==> src/rtl/crcu_rst_seq_pkg.sv <==
// Shared types and constants for the reset sequencing controller.
package crcu_rst_seq_pkg;

  localparam int N_DOM_DEF = 4;
  localparam int CNT_W_DEF = 8;

  // Sequence direction encoding
  localparam logic OP_UP   = 1'b0;  // release domains, ascending index
  localparam logic OP_DOWN = 1'b1;  // assert domains, descending index

  typedef enum logic [1:0] {
    IDLE = 2'd0,
    STEP = 2'd1,
    WAIT = 2'd2,
    DONE = 2'd3
  } state_e;

endpackage

==> src/rtl/rst_seq_timer.sv <==
// Loadable down-counter used for the post-step delay of each domain.
// Counts down to zero and parks there; a load always wins over counting.
module rst_seq_timer #(
  parameter int CNT_W = 8
) (
  input  logic             CRCU_CLK,
  input  logic             CRCU_RST,
  input  logic             load,
  input  logic [CNT_W-1:0] load_val,
  output logic             cnt_zero
);

  logic [CNT_W-1:0] cnt_q;

  // Load on request, otherwise decrement until zero (no wrap from any value)
  always_ff @(posedge CRCU_CLK or negedge CRCU_RST) begin
    if (!CRCU_RST) begin
      cnt_q <= '0;
    end else if (load) begin
      cnt_q <= load_val;
    end else if (cnt_q != '0) begin
      cnt_q <= cnt_q - 1'b1;
    end
  end

  assign cnt_zero = (cnt_q == '0);

endmodule

==> src/rtl/rst_seq_ctrl.sv <==
// Reset sequencer: releases (op up) or asserts (op down) a set of domain
// resets one at a time, with a programmable delay after each enabled step.
//
// state | meaning
// ------+-------------------------------------------------------------
// IDLE  | waiting for seq_start; shadow registers captured on start
// STEP  | drive domain idx (if enabled) and load its delay, else skip
// WAIT  | delay counter running; at zero advance idx or finish
// DONE  | one cycle; done pulses and busy drops on the exit edge
module rst_seq_ctrl
  import crcu_rst_seq_pkg::*;
#(
  parameter  int N_DOM = N_DOM_DEF,
  parameter  int CNT_W = CNT_W_DEF,
  localparam int IDX_W = (N_DOM > 1) ? $clog2(N_DOM) : 1
) (
  input  logic                   CRCU_CLK,
  input  logic                   CRCU_RST,
  input  logic                   seq_start,
  input  logic                   seq_op,
  input  logic                   seq_abort,
  input  logic [N_DOM-1:0]       en_mask,
  input  logic [N_DOM*CNT_W-1:0] dly_cfg,
  output logic [N_DOM-1:0]       dom_rst_n,
  output logic                   busy,
  output logic                   done,
  output logic                   err_busy,
  output logic [IDX_W-1:0]       cur_dom
);

  state_e                 state_q;
  logic [IDX_W-1:0]       idx_q;
  logic                   op_q;
  logic [N_DOM-1:0]       mask_q;
  logic [N_DOM*CNT_W-1:0] dly_q;
  logic [N_DOM-1:0]       dom_q;
  logic                   busy_q;
  logic                   done_q;
  logic                   err_q;

  logic                   idx_last;
  logic [IDX_W-1:0]       idx_d;
  logic                   tmr_load;
  logic [CNT_W-1:0]       tmr_val;
  logic                   tmr_zero;

  assign idx_last = (op_q == OP_DOWN) ? (idx_q == '0)
                                      : (idx_q == IDX_W'(N_DOM - 1));
  assign idx_d    = (op_q == OP_DOWN) ? (idx_q - IDX_W'(1))
                                      : (idx_q + IDX_W'(1));

  // The timer loads on the same edge the enabled domain is driven
  assign tmr_load = (state_q == STEP) && mask_q[idx_q] && !seq_abort;
  assign tmr_val  = dly_q[int'(idx_q)*CNT_W +: CNT_W];

  rst_seq_timer #(
    .CNT_W(CNT_W)
  ) u_timer (
    .CRCU_CLK (CRCU_CLK),
    .CRCU_RST (CRCU_RST),
    .load     (tmr_load),
    .load_val (tmr_val),
    .cnt_zero (tmr_zero)
  );

  // Sequencer FSM with all outputs held in registers
  always_ff @(posedge CRCU_CLK or negedge CRCU_RST) begin
    if (!CRCU_RST) begin
      state_q <= IDLE;
      idx_q   <= '0;
      op_q    <= OP_UP;
      mask_q  <= '0;
      dly_q   <= '0;
      dom_q   <= '0;
      busy_q  <= 1'b0;
      done_q  <= 1'b0;
      err_q   <= 1'b0;
    end else begin
      done_q <= 1'b0;
      err_q  <= seq_start && !seq_abort && (state_q != IDLE);
      if (seq_abort) begin
        state_q <= IDLE;
        idx_q   <= '0;
        dom_q   <= '0;
        busy_q  <= 1'b0;
      end else begin
        case (state_q)
          IDLE: begin
            if (seq_start) begin
              op_q    <= seq_op;
              mask_q  <= en_mask;
              dly_q   <= dly_cfg;
              idx_q   <= (seq_op == OP_DOWN) ? IDX_W'(N_DOM - 1) : '0;
              busy_q  <= 1'b1;
              state_q <= STEP;
            end
          end
          STEP: begin
            if (mask_q[idx_q]) begin
              dom_q[idx_q] <= (op_q == OP_UP);
              state_q      <= WAIT;
            end else if (idx_last) begin
              idx_q   <= '0;
              state_q <= DONE;
            end else begin
              idx_q <= idx_d;
            end
          end
          WAIT: begin
            if (tmr_zero) begin
              if (idx_last) begin
                idx_q   <= '0;
                state_q <= DONE;
              end else begin
                idx_q   <= idx_d;
                state_q <= STEP;
              end
            end
          end
          DONE: begin
            done_q  <= 1'b1;
            busy_q  <= 1'b0;
            state_q <= IDLE;
          end
          default: begin
            state_q <= IDLE;
          end
        endcase
      end
    end
  end

  assign dom_rst_n = dom_q;
  assign busy      = busy_q;
  assign done      = done_q;
  assign err_busy  = err_q;
  assign cur_dom   = idx_q;

endmodule

==> config.mk <==
export PLATFORM = sky130hd
export DESIGN_NAME = rst_seq_ctrl
export DESIGN_NICKNAME = d
export VERILOG_FILES = /design/src/rtl/crcu_rst_seq_pkg.sv /design/src/rtl/rst_seq_timer.sv /design/src/rtl/rst_seq_ctrl.sv
export SDC_FILE = /design/constraint.sdc
export NUM_CORES = 1
export LEC_CHECK = 0
export BUFFER_PORTS_ARGS = -buffer_cell sky130_fd_sc_hd__buf_2
export CORE_ASPECT_RATIO = 0.9
export CORE_UTILIZATION = 45
export CTS_CLUSTER_DIAMETER = 30
export DETAILED_ROUTE_END_ITERATION = 8
export HOLD_SLACK_MARGIN = 0.1
export PLACE_DENSITY = 0.71
export SLEW_MARGIN = 20
export SYNTH_ARGS = -nofsm -noshare
export SYNTH_HDL_FRONTEND = slang
export SYNTH_SLANG_ARGS = --single-unit
==> constraint.sdc <==
create_clock -name CRCU_CLK -period 1.9 [get_ports CRCU_CLK]
set_input_delay 0 -clock CRCU_CLK [delete_from_list [all_inputs] [get_ports CRCU_CLK]]
set_output_delay 0 -clock CRCU_CLK [all_outputs]
set_load 0.02 [all_outputs]
==> impl_metrics.toml, run 1 <==
[worst_setup_path]
timing.critical_path.required_ns = 2.11
r2r_start = "cur_dom[0]"
cp_cell_sequence = "mux4_2, and3_4, a211o_1, a22o_1"
crit_path_max_fanout = 10
crit_path_start_kind = "register"
critPathBufInv = 0
critPathCaptureType = "register"
critical_path_start_end_classification = "reg -> reg"
setup.reg_to_reg.worst_slack_ns = 0.14
cpPeakStageDelay_ns = 0.55
crit_path_top_delay_cell = "sky130_fd_sc_hd__mux4_2"
worst_ep_arrival_time_ns = 1.97
r2r-end = "cur_dom[0]"
worst-r2r-cell-count = 4
worst_path_dominant_cell_family = "multiplexers"

[pwr]
pwr-share-comb = 0.408
ir_drop_v = 0.000658
total_leakage_power_nw = 1.67
clkPwrFrac = 0.147
cellPowerDensity_mw_per_mm2 = 1270
power.switching_fraction = 0.336
internal_power_contribution_mw = 3.10
p_seq_frac = 0.446
total_switching_power_mw = 1.57

[placement]
dp_slack_ns = 0.0376
io_buffers = 49
place_congestion = 0.849
dp_hpwl_um = 3810
detailed_place.area_mm2 = 0.00317

[final_layout]
diodes = 0
area_growth_syn_to_layout_pct = 32.5
fin_nets = 362
finalInstanceArea_mm2 = 0.00368
drive_above_1_share = 0.371

[sta]
finalHoldViolations = 0
worst_relative_slew_slack = 0.567
worstMarginPinSlew_ns = 0.649
finalClockSkew_ns = 0.00584
min_period_ns = 1.76
min_period_over_period = 0.928
grt_setup_unrepaired = "no"
layout_setup_ws_ns = 0.138
timing.final.setup_violations = 0
timing_max_transition_violations_final = 0
fmaxAchievable_mhz = 567

[die]
rows = 26
die_area_mm2 = 0.00649
fp.dieW_um = 84.8
starting_utilization_of_the_core_area = 0.477
core_area_mm2 = 0.00582
top_level_ports = 50
die_height_um = 76.5

[synth]
synth.ff_latch_count = 56
synthesis.area_mm2 = 0.00278
postSynthNetCount = 267
synth-edff-count = 0
ys_async_sr_fraction = 1.00
synthesis.instances = 219
synth-warning-count = 0
synth_top_flop_cell = "sky130_fd_sc_hd__dfrtp_1"
ys_seq_area_frac = 0.505
ys_types = 36
avgSynthCellArea_um2 = 12.7

[clocking]
clock_sinks = 56
max-clock-path-buffers = 2
clk_root_buffer_cell = "sky130_fd_sc_hd__clkbuf_8"
cts_tree = "built"
cts.repair_timing.setup_buffer_count = 0
cts_htree_levels = 2
clk_latency_ns = 0.32
clock_transition_at_the_registers_of_the_reported_paths_ns = 0.10
tritoncts.num_buffers = 5

[detailed_routing]
number_of_design_rule_violations_left_after_detail_routing = 0
wl_per_cell_um = 15.3
initial_drt_pass_iterations = 6
routed-via-count = 2040
drt-initial-drc-count = 79
antenna_left = 0
routed_via_density = 5.30
routed_wirelength_um = 5870

[min_path]
min_path_type = "in -> async"

[global_route]
grt_first_pass_wirelength_um = 9840
grt_antenna_before_repair = 0
gr-usage-all-layers = 0.195
via_count_of_the_first_global_routing_pass = 2089
pin_count_of_the_biggest_net_entering_global_routing = 31
gr-total-overflow = 0

[run_status]
outcome = "complete, no violations"

[flow_run]
cap_viol_max_count = 0
-- registers in the layout (all words and copies together), names as in the netlist --
name and count:
op_q 1, err_busy 1, state_q 2, dly_q 32
mask_q 4, done 1, dom_rst_n 4, cur_dom 2
busy 1, u_timer.cnt_q 8
-- cell usage in the layout (no fill, tap or decap), types with 2 or more instances in the layout --
cell / count
sky130_fd_sc_hd__dfrtp_1: 55
sky130_fd_sc_hd__xnor2_1: 6
sky130_fd_sc_hd__nor4_2: 2
sky130_fd_sc_hd__inv_1: 8
sky130_fd_sc_hd__ha_1: 7
sky130_fd_sc_hd__nand4b_1: 2
sky130_fd_sc_hd__a21oi_1: 11
sky130_fd_sc_hd__nor3b_1: 3
sky130_fd_sc_hd__buf_12: 3
sky130_fd_sc_hd__mux4_2: 5
sky130_fd_sc_hd__mux4_1: 4
sky130_fd_sc_hd__nand2b_1: 4
sky130_fd_sc_hd__o21ai_0: 4
sky130_fd_sc_hd__mux2_2: 39
sky130_fd_sc_hd__buf_2: 49
sky130_fd_sc_hd__nand2_1: 14
sky130_fd_sc_hd__mux2i_1: 2
sky130_fd_sc_hd__dlygate4sd3_1: 41
sky130_fd_sc_hd__o31ai_1: 6
sky130_fd_sc_hd__clkbuf_8: 5
sky130_fd_sc_hd__a211o_1: 2
sky130_fd_sc_hd__nor2_1: 14
sky130_fd_sc_hd__a22o_1: 3
sky130_fd_sc_hd__nor4_1: 2
sky130_fd_sc_hd__buf_4: 7
-- repair_timing --
| item | in CTS | in global routing |
|---|---|---|
| gates resized for setup | 0 | 2 |
| hold buffers | 41 | 0 |
| endpoints found under the hold margin | 71 | 0 |
| endpoints found under the setup margin | 0 | 4 |
-- worst max path at each step --
stage          slack, ns       start         end  cells past startpoint
2_1_floorplan      -0.03  cur_dom[0]  cur_dom[0]                      6
3_3_place_gp        0.12  cur_dom[0]  state_q[1]                      4
3_5_place_dp        0.04  cur_dom[0]  state_q[1]                      4
4_1_cts             0.03  cur_dom[0]  state_q[1]                      4
5_1_grt           0.0005  state_q[0]  cur_dom[0]                      6
6_report            0.14  cur_dom[0]  cur_dom[0]                      4
-- power groups by stage --
| stage | Sequential, mW | Combinational (mW) | Clock (mW) |
|---|---|---|---|
| after floorplan | 2.00 | 1.42 | 0 |
| after global placement | 2.07 | 1.77 | 0 |
| after detailed placement | 2.09 | 1.81 | 0 |
| after CTS | 2.07 | 1.89 | 0.698 |
| after global routing | 2.15 | 2.09 | 0.752 |
| final | 2.08 | 1.90 | 0.684 |
-- metrics by stage --
stage | power, mW | TNS (ns) | cells | util | hold WS, ns
finish | 4.66 | 0 | 385 | 0.632 | 0.248
global route | 4.99 | 0 | 385 | 0.632 | 0.271
CTS | 4.65 | 0 | 385 | 0.630 | 0.267
detailed placement | 3.91 | 0 | 336 | 0.544 | 0.0583
global placement | 3.84 | 0 | 336 | 0.544 | 0.0456
floorplan | 3.42 | -0.0346 | 219 | - | -0.296
-- Yosys cell counts (2+ instances only) --
library cell / count / area, µm²
sky130_fd_sc_hd__nand4b_1: 2 / 17.5
sky130_fd_sc_hd__xnor2_1: 6 / 52.6
sky130_fd_sc_hd__a22o_1: 3 / 26.3
sky130_fd_sc_hd__nand2_1: 14 / 52.6
sky130_fd_sc_hd__a211o_1: 2 / 17.5
sky130_fd_sc_hd__o31ai_1: 6 / 45.0
sky130_fd_sc_hd__mux2_2: 39 / 439
sky130_fd_sc_hd__a21oi_1: 11 / 55.1
sky130_fd_sc_hd__nor3b_1: 4 / 30.0
sky130_fd_sc_hd__buf_6: 2 / 22.5
sky130_fd_sc_hd__ha_1: 7 / 87.6
sky130_fd_sc_hd__mux4_1: 4 / 105
sky130_fd_sc_hd__clkbuf_1: 8 / 30.0
sky130_fd_sc_hd__mux2i_1: 2 / 20.0
sky130_fd_sc_hd__nand2b_1: 4 / 25.0
sky130_fd_sc_hd__nor4_1: 3 / 18.8
sky130_fd_sc_hd__o21ai_0: 4 / 20.0
sky130_fd_sc_hd__dfrtp_1: 56 / 1400
sky130_fd_sc_hd__mux4_2: 5 / 113
sky130_fd_sc_hd__nor2_1: 14 / 52.6
sky130_fd_sc_hd__inv_1: 8 / 30.0
-- routing by layer --
layer  vias up  global-route usage  wire length [µm]
met5         -                   0                 0
met4         0              0.0576               102
met1      1017               0.261              2750
met3        10              0.0477               193
met2        36               0.316              2820
li1        977                   -                 -
-- final cells by class --
type / count / area (µm²)
Fill cell: 445 / 2140
Sequential cell: 56 / 1400
Multi-Input combinational cell: 143 / 1300
Timing Repair Buffer: 100 / 768
Tap cell: 70 / 87.6
Clock buffer: 5 / 68.8
Inverter: 8 / 30.0
Clock inverter: 3 / 22.5
-- logic make-up after synthesis --
group,Yosys count,share of synthesized area
xor gates and xnor gates,7,0.0221
and+or+nand+nor,50,0.0969
DFF,56,0.505
AOI/OAI and AO/OA,29,0.0681
muxes,50,0.244
adders and majority gates,7,0.0315
buffers and inverters,20,0.0329
(Power assumes the default switching activity.)
==> run 2: changes to the inputs <==
- ABC_AREA: unset -> 1
- CAP_MARGIN: unset -> 20
==> impl_metrics.toml, run 2 <==
[run_status]
outcome = "complete, no violations"

[synth]
synth_fa_ha_area_frac = 0.0299
synth_top_area_share = 0.478
synth_top_family_by_area = "simple AND/OR/NAND/NOR gates"
ys_seq_area_frac = 0.478
synth-edff-count = 0
ys_async_sr_fraction = 1.00
synth-compound-area-share = 0.0700
synth_most_common_cell = "sky130_fd_sc_hd__dfrtp_1"
post_synth_and_or_nand_nor_area_fraction = 0.204
synth_area_leader_cell = "sky130_fd_sc_hd__dfrtp_1"
netlist_top_cells_area = "sky130_fd_sc_hd__dfrtp_1 48%, sky130_fd_sc_hd__mux2_2 11%, sky130_fd_sc_hd__nand2_1 6.9%"
post_synth_xor_area_fraction = 0.0209
synthesis.area_mm2 = 0.00293
synth_top_flop_cell = "sky130_fd_sc_hd__dfrtp_1"
ys_types = 33
synthesis.instances = 282
postSynthNetCount = 330
synth-warning-count = 0
avgSynthCellArea_um2 = 10.4
synth.ff_latch_count = 56
post_synth_mux_area_share = 0.142
synth_top_cells_by_count = "56 x sky130_fd_sc_hd__dfrtp_1, 54 x sky130_fd_sc_hd__nand2_1, 29 x sky130_fd_sc_hd__mux2_2"

[clocking]
clock_sinks = 56
gates_resized_cts_repair = 0
clk_root_buffer_cell = "sky130_fd_sc_hd__clkbuf_8"
clk_latency_ns = 0.31
cts_tree = "built"
tritoncts.num_buffers = 5
cts_htree_levels = 2
clock_transition_at_the_registers_of_the_reported_paths_ns = 0.10
cts.repair_timing.setup_buffer_count = 0
max-clock-path-buffers = 2

[global_route]
grt_first_pass_wirelength_um = 11100
via_count_of_the_first_global_routing_pass = 2401
grt_antenna_before_repair = 0
gr-total-overflow = 0
pin_count_of_the_biggest_net_entering_global_routing = 57
gr-usage-all-layers = 0.208

[worst_setup_path]
setup.reg_to_reg.worst_slack_ns = 0.13
cpPeakStageDelay_ns = 0.56
critical_path_start_end_classification = "reg -> reg"
timing.critical_path.required_ns = 2.10
crit_path_start_kind = "register"
crit_path_max_fanout = 12
crit_path_launch = "cur_dom[1]"
r2r_start = "cur_dom[1]"
worst_ep_arrival_time_ns = 1.97
critPathCaptureType = "register"
cp_cell_sequence = "nor2_4, nand2_1, nand2_2, nor2_4, inv_6, nand2_8, inv_6, nand2_2, o21ai_2, nor2_2"
crit_path_top_delay_cell = "sky130_fd_sc_hd__dfrtp_1"

[final_layout]
drive_above_1_share = 0.338
mostFrequentLayoutCells = "56 x sky130_fd_sc_hd__dfrtp_1, 54 x sky130_fd_sc_hd__nand2_1, 49 x sky130_fd_sc_hd__buf_2, 40 x sky130_fd_sc_hd__dlygate4sd3_1, 29 x sky130_fd_sc_hd__mux2_2"
largest_reg_flops = 32
diodes = 0
fin_nets = 420
reg_top3 = "dly_q: 32 flops, u_timer.cnt_q: 8 flops"
area_growth_syn_to_layout_pct = 27.3
largest-register = "dly_q"
most_common_cell_after_layout_fill_and_taps_aside = "sky130_fd_sc_hd__dfrtp_1"

[detailed_routing]
drt-initial-drc-count = 174
initial_drt_pass_iterations = 4
routed_wirelength_um = 6460
routed-via-count = 2274
wl_per_cell_um = 14.0
routed_via_density = 4.94
number_of_design_rule_violations_left_after_detail_routing = 0
antenna_left = 0

[sta]
min_period_over_period = 0.930
worstMarginPinSlew_ns = 0.703
grt_setup_unrepaired = "no"
timing.final.setup_violations = 0
timing_max_transition_violations_final = 0
min_period_ns = 1.77
finalClockSkew_ns = 0.00898
finalHoldViolations = 0
final_layout_worst_hold_slack_ns = 0.333
fmaxAchievable_mhz = 566
worst_relative_slew_slack = 0.531
fin_tns_setup_ns = 0

[pwr]
total_switching_power_mw = 2.08
power.switching_fraction = 0.403
internal_power_contribution_mw = 3.09
clkPwrFrac = 0.128
total_leakage_power_nw = 1.73
ir_drop_v = 0.000750
pwr-share-comb = 0.459
cellPowerDensity_mw_per_mm2 = 1390
p_seq_frac = 0.413

[die]
die_height_um = 78.6
fp.dieW_um = 87.1
rows = 27
top_level_ports = 50
die_area_mm2 = 0.00684
starting_utilization_of_the_core_area = 0.472
core_area_mm2 = 0.00622

[placement]
dp_hpwl_um = 4150
place_congestion = 0.834
io_buffers = 49

[flow_run]
cap_viol_max_count = 0

[min_path]
min_path_type = "in -> async"
-- run 2: changes by cell type after synthesis, sizes merged, moves of 5 or more --
cell	change
a22oi	+8
buf	+5
clkbuf	-8
inv	+9
mux4	-9
nand2	+47
nand3	+24
nor2	+14
o31ai	-6
-- run 2: final cells by class --
class	instances	area, µm²
inverter	18	82.6
clock buffer	6	72.6
clock inverter	2	16.3
multi-input combinational	199	1370
fill	533	2480
timing repair buffer	92	681
sequential	56	1400
tap	87	109
-- run 2: timing repair --
action	4_1_cts	5_1_grt
endpoints found under the hold margin	98	0
setup endpoints to repair	0	1
hold buffers	40	0
-- run 2: cells by family after synthesis --
logic type	Yosys count
compound gates	30
xor+xnor	7
fa+ha+maj	7
buf+inv	27
flops	56
mux	35
simple gates	120
-- run 2: worst paths after layout --
| path | end | depth (start not counted) |
|---|---|---|
| setup / recovery | u_timer.cnt_q[6] | 10 |
| hold / removal | mask_q[2] | 3 |
| setup reg to reg | u_timer.cnt_q[6] | 10 |
| hold reg to reg | busy | 2 |
| max in group asynchronous | op_q | 3 |
| min in group CRCU_CLK | mask_q[3] | 3 |
-- run 2: metal layers --
layer | GRT usage | vias to the layer above | share of wire
met3 | 0.0368 | 7 | 0.042
met4 | 0.0590 | 0 | 0.012
met2 | 0.336 | 54 | 0.47
met5 | 0 | - | 0
li1 | - | 1121 | -
met1 | 0.286 | 1092 | 0.47
-- run 2: power groups by stage --
stage | registers [mW] | logic [mW] | clock network (mW)
final | 2.14 | 2.37 | 0.663
after global routing | 2.21 | 2.65 | 0.726
after CTS | 2.13 | 2.37 | 0.675
after detailed placement | 2.15 | 2.29 | 0
after global placement | 2.13 | 2.23 | 0
after floorplan | 2.05 | 1.89 | 0
-- run 2: worst max-delay path: cells and delay by family (launching register included) --
family          cells  cell delay [ns]
simple gates        7             0.81
flops               1             0.56
buf+inv             2             0.23
compound gates      1             0.06
-- run 2: stage by stage --
step	utilization	cells	cell area, µm²	worst slack [ns]	total power, mW
4_1_cts	0.600	460	3730	0.117	5.17
6_report	0.600	460	3730	0.133	5.17
2_1_floorplan	-	282	2930	0.352	3.95
3_3_place_gp	0.522	412	3240	0.192	4.36
5_1_grt	0.600	460	3730	0.00289	5.58
3_5_place_dp	0.522	412	3240	0.146	4.44
==> run 3: changes to the inputs <==
- PLACE_DENSITY: 0.71 -> 0.68
- clock period: 1.9 -> 2.2 ns (I/O delays scaled with it)
==> impl_metrics.toml, run 3 (synthesis results as in run 2) <==
[run_status]
outcome = "complete, no violations"

[sta]
fmaxAchievable_mhz = 581
worstMarginPinSlew_ns = 0.674
grt_setup_unrepaired = "no"
timing.final.setup_violations = 0
min_period_over_period = 0.783
fin_tns_setup_ns = 0
min_period_ns = 1.72
finalClockSkew_ns = 0.0108
timing_max_transition_violations_final = 0
worst_relative_slew_slack = 0.550
finalHoldViolations = 0

[final_layout]
reg_top3 = "dly_q: 32 flops, u_timer.cnt_q: 8 flops"
largest_reg_flops = 32
mostFrequentLayoutCells = "56 x sky130_fd_sc_hd__dfrtp_1, 54 x sky130_fd_sc_hd__nand2_1, 49 x sky130_fd_sc_hd__buf_2, 40 x sky130_fd_sc_hd__dlygate4sd3_1, 29 x sky130_fd_sc_hd__mux2_2"
largest-register = "dly_q"
multi_input_area_mm2 = 0.00137
finalInstanceArea_mm2 = 0.00374
regArea_mm2 = 0.00140
drive_above_1_share = 0.340
fin_nets = 421
area_growth_syn_to_layout_pct = 27.5
diodes = 0
most_common_cell_after_layout_fill_and_taps_aside = "sky130_fd_sc_hd__dfrtp_1"
fillers = 542

[clocking]
tritoncts.num_buffers = 5
cts_htree_levels = 2
gates_resized_cts_repair = 0
cts.repair_timing.setup_buffer_count = 0
max-clock-path-buffers = 2
clk_latency_ns = 0.31
clock_transition_at_the_registers_of_the_reported_paths_ns = 0.11
clock_sinks = 56
clk_root_buffer_cell = "sky130_fd_sc_hd__clkbuf_8"
cts_tree = "built"
cts_hold_buffers = 40

[worst_setup_path]
critical_path_start_end_classification = "reg -> reg"
crit_path_launch = "state_q[0]"
r2r-end = "state_q[1]"
critPathCaptureType = "register"
worst-r2r-cell-count = 9
crit_path_max_fanout = 5
timing.critical_path.required_ns = 2.41
worst_ep_arrival_time_ns = 1.94
crit_path_start_kind = "register"
setup.reg_to_reg.worst_slack_ns = 0.48
r2r_start = "state_q[0]"

[global_route]
grt_first_pass_wirelength_um = 10900
via_count_of_the_first_global_routing_pass = 2267
gr-total-overflow = 0
grt_antenna_before_repair = 0
gr-usage-all-layers = 0.207
pin_count_of_the_biggest_net_entering_global_routing = 40

[die]
core_area_mm2 = 0.00622
rows = 27
die_height_um = 78.6
top_level_ports = 50
fp.dieW_um = 87.1
starting_utilization_of_the_core_area = 0.472
die_area_mm2 = 0.00684

[detailed_routing]
routed-via-count = 2253
routed_via_density = 4.89
routed_wirelength_um = 6400
antenna_left = 0
initial_drt_pass_iterations = 4
number_of_design_rule_violations_left_after_detail_routing = 0
drt-initial-drc-count = 80
wl_per_cell_um = 13.9

[placement]
detailed_place.area_mm2 = 0.00325
dp_hpwl_um = 4400
io_buffers = 49
place_congestion = 0.899

[pwr]
total_leakage_power_nw = 1.74
ir_drop_v = 0.000643
cellPowerDensity_mw_per_mm2 = 1190

[min_path]
min_path_type = "in -> async"

[flow_run]
cap_viol_max_count = 0
==> run 3: cell types whose count changed in the layout (fill, tap and decap cells not counted), sizes merged <==
cell / delta
buf: +1
==> run 3: worst max path at each step <==
stage,end,cells past startpoint
floorplan,u_timer.cnt_q[6],10
global placement,state_q[1],9
detailed placement,u_timer.cnt_q[6],10
CTS,state_q[0],9
global route,state_q[0],9
finish,state_q[1],9
==> run 3: report_power, final <==
group	leakage, nW	switching [mW]	internal [mW]
combinational	1.02	1.09	0.941
sequential	0.678	0.348	1.50
clock	0.0414	0.336	0.228
==> run 3: cell type report <==
class	instances	share of cell area
repair buffers	93	0.184
clock buffers	6	0.0194
flip-flops and latches	56	0.375
well taps	87	0.0291
clock inverters	2	0.00435
inverters	18	0.0221
multi-input cells	199	0.366
==> run 3: worst max-delay path, cell delays in order, from the launching register on <==
cell and delay [ns]:
sky130_fd_sc_hd__dfrtp_1 0.45, sky130_fd_sc_hd__inv_1 0.16, sky130_fd_sc_hd__ha_1 0.25, sky130_fd_sc_hd__inv_1 0.07, sky130_fd_sc_hd__nor3_1 0.31, sky130_fd_sc_hd__nor2_2 0.13, sky130_fd_sc_hd__nand2_2 0.11, sky130_fd_sc_hd__nor2_2 0.04
sky130_fd_sc_hd__nand2_1 0.06, sky130_fd_sc_hd__nand2_1 0.04
==> run 3: stage by stage <==
stage / util / std cells / power (mW) / setup WS, ns / hold slack (ns)
floorplan: - / 282 / 3.41 / 0.652 / -0.296
global placement: 0.523 / 413 / 3.79 / 0.494 / 0.0695
detailed placement: 0.523 / 413 / 3.84 / 0.493 / 0.0774
CTS: 0.602 / 461 / 4.46 / 0.471 / 0.283
global route: 0.602 / 461 / 4.79 / 0.286 / 0.335
finish: 0.602 / 461 / 4.44 / 0.478 / 0.252
==> run 3: per-layer routing <==
layer / up-vias / wire [µm] / track usage
li1: 1121 / - / -
met1: 1085 / 3120 / 0.288
met2: 41 / 3040 / 0.339
met3: 6 / 186 / 0.0358
met4: 0 / 47 / 0.0443
met5: - / 0 / 0
